==> config.mk <==
export PLATFORM = sky130hd
export DESIGN_NAME = inst_pipe_fifo
export DESIGN_NICKNAME = d
export VERILOG_FILES = /design/src/rtl/inst_pipe_fifo.sv
export SDC_FILE = /design/constraint.sdc
export NUM_CORES = 1
export LEC_CHECK = 0
export CORE_UTILIZATION = 44
export CTS_BUF_LIST = sky130_fd_sc_hd__clkbuf_4 sky130_fd_sc_hd__clkbuf_8
export DETAILED_ROUTE_END_ITERATION = 10
export PLACE_DENSITY = 0.82
export SLEW_MARGIN = 5
export SYNTH_ARGS = -nofsm -noshare
export SYNTH_HDL_FRONTEND = slang
export SYNTH_SLANG_ARGS = --single-unit
==> constraint.sdc <==
create_clock -name clk_i -period 6.9 [get_ports clk_i]
set_input_delay 2.07 -clock clk_i [delete_from_list [all_inputs] [get_ports clk_i]]
set_output_delay 2.07 -clock clk_i [all_outputs]
set_load 0.01 [all_outputs]
==> src/rtl/inst_pipe_fifo.sv <==
// -----------------------------------------------------------------------------
// inst_pipe_fifo
//
// Elastic pipeline stage between decode and execute. Holds up to DEPTH packed
// decoded-instruction words in a circular buffer with a valid/ready handshake
// on both sides. A flush (branch / PC redirect) empties the buffer in one
// cycle. When the buffer is empty the output word is forced to all-zero so
// execute sees a NOP bubble.
//
// Optional feature (compile-time macro INST_BUF_STALL_CNT_EN):
//   defined   -> stall_cnt_o counts cycles where the head is valid but execute
//                is not ready; saturates at 16'hFFFF, cleared only by reset.
//   undefined -> stall_cnt_o is tied to zero and no counter exists.
//
// Parameters:
//   DATA_W  width of the packed decoded-instruction word
//   DEPTH   number of entries (1..16, any value, not only powers of two)
//   CNT_W   width of the occupancy count
//
// Ports:
//   clk_i        in   rising-edge clock
//   rst_i        in   asynchronous active-high reset
//   in_valid_i   in   decode presents a word
//   in_data_i    in   packed decoded word
//   in_ready_o   out  buffer can accept a word (state-only, no pop look-ahead)
//   out_valid_o  out  head entry valid
//   out_data_o   out  head entry, all-zero when empty
//   out_ready_i  in   execute consumes the head
//   flush_i      in   discard all entries
//   count_o      out  current occupancy
//   stall_cnt_o  out  backpressure cycle counter
// -----------------------------------------------------------------------------
module inst_pipe_fifo #(
  parameter int DATA_W = 79,
  parameter int DEPTH  = 2,
  parameter int CNT_W  = $clog2(DEPTH + 1)
) (
  input  logic              clk_i,
  input  logic              rst_i,
  input  logic              in_valid_i,
  input  logic [DATA_W-1:0] in_data_i,
  output logic              in_ready_o,
  output logic              out_valid_o,
  output logic [DATA_W-1:0] out_data_o,
  input  logic              out_ready_i,
  input  logic              flush_i,
  output logic [CNT_W-1:0]  count_o,
  output logic [15:0]       stall_cnt_o
);

  // A single-entry buffer still needs a 1-bit pointer to be a legal vector.
  localparam int PTR_W = (DEPTH > 1) ? $clog2(DEPTH) : 1;

  logic [DATA_W-1:0] r_mem [DEPTH];
  logic [PTR_W-1:0]  r_rd_ptr;
  logic [PTR_W-1:0]  r_wr_ptr;
  logic [CNT_W-1:0]  r_count;

  logic w_full;
  logic w_empty;
  logic w_push;
  logic w_pop;

  // Explicit wrap at DEPTH-1 so non-power-of-two depths index correctly.
  function automatic logic [PTR_W-1:0] next_ptr(input logic [PTR_W-1:0] p);
    return (p == PTR_W'(DEPTH - 1)) ? '0 : p + PTR_W'(1);
  endfunction

  assign w_full  = (r_count == CNT_W'(DEPTH));
  assign w_empty = (r_count == '0);

  // Ready depends on occupancy only: a full buffer refuses a push even if the
  // head is popped in the same cycle, which keeps in_ready_o off the
  // out_ready_i timing path.
  assign in_ready_o  = !w_full;
  assign out_valid_o = !w_empty;
  assign w_push      = in_valid_i & in_ready_o;
  assign w_pop       = out_valid_o & out_ready_i;

  assign out_data_o = out_valid_o ? r_mem[r_rd_ptr] : '0;
  assign count_o    = r_count;

  // NOTE: state registers use non-blocking assignments so every register
  // samples pre-edge values regardless of block ordering.
  always_ff @(posedge clk_i or posedge rst_i) begin
    if (rst_i) begin
      r_rd_ptr <= '0;
      r_wr_ptr <= '0;
      r_count  <= '0;
    end else if (flush_i) begin
      // Flush wins over push and pop; a same-cycle pop is still taken by
      // execute, the buffer just ends empty.
      r_rd_ptr <= '0;
      r_wr_ptr <= '0;
      r_count  <= '0;
    end else begin
      if (w_push) r_wr_ptr <= next_ptr(r_wr_ptr);
      if (w_pop)  r_rd_ptr <= next_ptr(r_rd_ptr);
      case ({w_push, w_pop})
        2'b10:   r_count <= r_count + CNT_W'(1);
        2'b01:   r_count <= r_count - CNT_W'(1);
        default: r_count <= r_count;
      endcase
    end
  end

  // NOTE: storage has no reset; entries are only observable through
  // out_data_o when count says they are valid, so clearing them costs
  // area and buys nothing.
  always_ff @(posedge clk_i) begin
    if (w_push && !flush_i) begin
      r_mem[r_wr_ptr] <= in_data_i;
    end
  end

`ifdef INST_BUF_STALL_CNT_EN
  logic [15:0] r_stall_cnt;

  // Counts head-blocked cycles; flush deliberately leaves it alone so the
  // statistic survives redirects.
  always_ff @(posedge clk_i or posedge rst_i) begin
    if (rst_i) begin
      r_stall_cnt <= '0;
    end else if (out_valid_o && !out_ready_i && (r_stall_cnt != 16'hFFFF)) begin
      r_stall_cnt <= r_stall_cnt + 16'd1;
    end
  end

  assign stall_cnt_o = r_stall_cnt;
`else
  assign stall_cnt_o = 16'h0000;
`endif

endmodule

* Yosys cells after proc, flatten, opt, wreduce, memory -nomap -nowiden
Memories as Yosys holds them, arrays and structs flattened.
Index checks and enable logic that the tools add are counted.
W data, S select, Z words.
** Storage, ports and cells
- Output and inout bits :: 99
- Register bits after elaboration :: 4
- Logic and storage cells :: 32
- Input port bits :: 84
- RAM bits :: 158
- Memories kept :: 1
** Memory list
- r_mem :: words 2, width 79, read ports 1, clocked after Yosys merged registers in 0, write ports 1, line 54 : logic [DATA_W-1:0] r_mem [DEPTH];
** Operators by class
- Eq/ne operators :: 3
- Bitwise gates (word level) :: 2
- Multiplexer cells :: 11
- Reduce and logical (&&, ||, !) cells :: 8
- Add/subtract/negate cells :: 4
** Operators with widths (count)
- $mux W79 :: 1
- $mux W1 :: 8
- $eq A2 B2 Y1 const B :: 2
- $pmux W2 S2 :: 1
- $reduce_bool A2 Y1 :: 2
- $logic_not A1 Y1 :: 3
- $reduce_bool A3 Y1 :: 1
- $add A1 B1 Y1 const B :: 2
- $add A2 B1 Y2 const B :: 1
- $and A1 B1 Y1 :: 2
- $eq A2 B1 Y1 const B :: 1
- $logic_not A2 Y1 :: 1
- $mux W2 :: 1
- $sub A2 B1 Y2 const B :: 1
- $logic_and A1 B1 Y1 :: 1

* Depth between registers and ports, before layout
- Depth after elaboration :: 6
- Gate-level depth with buffers :: 4
- Mapped depth without buffers :: 4

* Least setup slack after synthesis
OpenSTA, ideal clock, no wires.
- Path type :: input-to-reg
- Start :: in in_valid_i
- End :: mem r_mem[1][0] (enable)
- Stages on the path :: 2
- Data arrival time :: 7.871 ns
- Path buffers :: 0
- Path slack :: -1.602 ns
- Library setup time :: 0.631 ns
- Required time :: 6.269 ns
- Cell sequence :: nand2_1 -> nor3b_1
** Between the ends
- Word-level cells in the longest chain between the ends :: 4
** RTL lines
- start: declaration :: line 40 : input logic in_valid_i,
- $and A1 B1 Y1 :: line 77 : assign w_push = in_valid_i & in_ready_o;
- $logic_and A1 B1 Y1 :: line 111 : if (w_push && !flush_i) begin
- $mux W1 :: line 111
- $mux W1 (not written as such) :: line 112 : r_mem[r_wr_ptr] <= in_data_i;
- end: declaration :: line 54
Every way passes these cells.

* Final worst setup path
- Start :: reg r_rd_ptr
- End :: out out_data_o[21]
** Between the ends
- Word-level cells in the longest chain between the ends :: 2
** RTL lines
- start: declaration :: line 55 : logic [PTR_W-1:0] r_rd_ptr;
- start signal: assignment :: line 98 : if (w_pop) r_rd_ptr <= next_ptr(r_rd_ptr);
- $mem_v2 Z2 W79
- $mux W79 :: line 80 : assign out_data_o = out_valid_o ? r_mem[r_rd_ptr] : '0;
- end: declaration :: line 44 : output logic [DATA_W-1:0] out_data_o,
Every way passes these cells.

==> reports/summary.txt <==
Area Growth Syn to Fin: 34.7%
Endpoint, Worst Hold: r_wr_ptr
Rows: 43
Vias per cell: 4.89
WP data required: 4.83 ns
Pleak: 2.82 nW
CP top delay family: flip-flops
GR Util All Layers: 16.6%
Post-CTS Resized: 0
Core area: 13900 um2
Min-delay src: r_wr_ptr
GRT overflow: 0
Fill cell count: 1049
Post-synthesis cell type count: 22
Final Hold Viols: 0
Outcome: finished, final reports clean
Setup TNS: 0 ns
WP buf/inv: 2
Detailed Routing Iterations Pass 1: 4
Synthesized area: 6300 um2
Fin crit period: 5.02 ns
WHS Path Cells: 2
Clock Skew: 0.00900 ns
F_max: 199 MHz
CP Data Arrival Time: 2.95 ns
Slowest-stage cell, CP: dfrtp_4
Remaining DRCs: 0
Slew Viols, Final: 0
Fin crit share: 72.8%
DP HPWL: 7600 um
Final WS setup: 1.88 ns
R2R Path Start: count_o[1]
FF-to-FF setup slack: 4.54 ns
Final Setup Violations: 0
Largest net degree at the start of global routing: 80
Worst reg2reg path endpoint: r_mem[1][8]
Latest clock arrival within the worst-skew pair: 0.45 ns
I/O pin count: 183
Synthesized area per cell: 16.7 um2
Routed Antenna Nets: 0
CP Max Fanout: 58
Net Sw Frac: 22.7%
Internal: 1.63 mW
Die W: 122 um
Die ar.: 14800 um2
ANT cells: 0
CP cell instances: buf_4 -> mux2i_1 -> nor2_1 -> clkdlybuf4s50_1
Initial antenna violation count: 0
Final cell count without fillers: 742
#FFs+latches synth: 162
Cell taking the most area after synthesis: edfxtp_1
Post-Route WL: 12000 um
Gate Count Post-Synth: 378
Sequential share of the synthesized area: 76.9%
Sequential share of power: 54.3%
Layout cells sized above 1: 7.30%
Global-route wire length before repair: 18000 um
# nets final: 633
DR iter-0 viols: 183
Clock sinks: 162
# H-tree levels: 4
Clock group share of total power: 33.0%
Max rail drop VDD: 0.150 mV
Root buf cell: clkbuf_8
Crit path largest cell delay: 1.09 ns
Fin area: 8490 um2
CTS Hold Bufs: 0
Setup WS pre-CTS: 2.32 ns
RePlAce Congestion: 0.737
PortBufs: 166
Worst hold path class: flop to flop
Warnings, synthesis: 0
Worst slew pin tran: 1.09 ns
Die Ht: 122 um
Post-layout power: 2.11 mW
Gate power share: 12.7%
Top cells by area, synth: edfxtp_1 (75%), mux2i_1 (13%), nor2_1 (4.8%), buf_4 (2.9%), dfrtp_1 (1.6%)
Hold_ws: 0.634 ns
Slew margin rel.: 27.5%
Crit path capture type: primary output
RSZ-0062 raised after global routing: false
Nature of the critical path startpoint: flop
Critical path class: flop to primary output
Postcts setup bufs: 0
CTS Buf Count: 17
Post-Place Cells: 710
CTS tree: built
Synth top area share: 75.3%
Starting Density: 45.2%
DR WL/cell: 16.1 um
Sw power: 479 uW
Clock slew at reported path FFs: 0.08 ns
Total number of vias: 3631
Clock Tree Buf Depth: 2
Max-cap viol count: 0
Reg2Reg Depth: 5
Pwr dens: 248 nW/um2
Vias in the first global route: 3664
Core Util, Final: 60.9%
Placement Cell Area: 8080 um2
## synthesized netlist by cell type
master    count
a21o_1        1
a21oi_1       3
a21oi_2       1
buf_2         9
buf_4        24
conb_1        1
dfrtp_1       4
edfxtp_1    158
inv_1         3
inv_2         1
mux2i_1      80
nand2_1       1
nand3b_1      1
nor2_1       81
nor2b_1       1
nor3_1        1
nor3b_1       2
o211ai_1      1
o21ai_0       2
or2_2         1
or3_1         1
xor2_1        1
## flip-flops by register name, indices dropped and copies added, names as in the netlist
register / cells
r_rd_ptr: 1
r_mem: 158
r_wr_ptr: 1
count_o: 2
## layout make-up
class                      instances  area [um2]  area share [%]
clock buffer                      18         241            2.84
sequential                       162        4850            57.1
multi-input combinational        194        1300            15.3
clock inverter                    14         164            1.93
tap                              180         225            2.65
timing repair buffer             170        1690            19.9
inverter                           4        15.0           0.177
## routing by layer
layer	track usage (%)	wire (um)	vias up
met5	0	0	-
met4	7.41	213	0
met3	4.45	658	23
met2	28.9	6230	144
met1	19.1	4870	1771
li1	-	-	1693
## worst register-to-register path, delay by kind of cell, from the launching register on
kind / cells / cell delay [ns]
buffers and inverters: 2 / 0.92
flip-flops: 1 / 0.48
AND/OR/NAND/NOR: 3 / 0.52
## cells in the final DEF, fill, tap and decap left out, drive strengths merged
cell type,Yosys,routed
a21o,1,1
a21oi,4,4
buf,33,4
bufinv,0,3
clkbuf,0,18
clkdlybuf4s50,0,166
clkinv,0,9
clkinvlp,0,1
conb,1,16
dfrtp,4,4
edfxtp,158,158
inv,4,5
mux2i,80,80
nand2,1,1
nand3b,1,1
nor2,81,81
nor2b,1,1
nor3,1,1
nor3b,2,2
o211ai,1,1
o21ai,2,2
or2,1,1
or3,1,1
xor2,1,1
## cell families after synthesis
group | share of synthesized area [%]
AO/OA/AOI/OAI | 0.774
flip-flops | 76.9
XOR/XNOR | 0.139
multiplexers | 12.7
buffers and inverters | 3.81
other | 0.0595
AND/OR/NAND/NOR | 5.62
## worst max-delay path by stage
stage / slack, ns / cells after the start / endpoint / start
2_1_floorplan: 1.18 / 2 / r_mem[1][0] / in_valid_i
3_3_place_gp: 2.32 / 4 / out_data_o[22] / r_rd_ptr
3_5_place_dp: 2.32 / 4 / out_data_o[21] / r_rd_ptr
4_1_cts: 1.81 / 4 / out_data_o[21] / r_rd_ptr
5_1_grt: 1.72 / 4 / out_data_o[22] / r_rd_ptr
6_report: 1.88 / 4 / out_data_o[21] / r_rd_ptr
## power groups by stage
stage               Combinational [mW]  Clock, mW  Sequential (mW)
floorplan                        0.139          0             1.15
global placement                 0.264          0             1.17
detailed placement               0.269          0             1.17
CTS                              0.271      0.710             1.15
global route                     0.287      0.750             1.15
finish                           0.267      0.695             1.15
No activity file was read; power rests on OpenSTA's default activity.
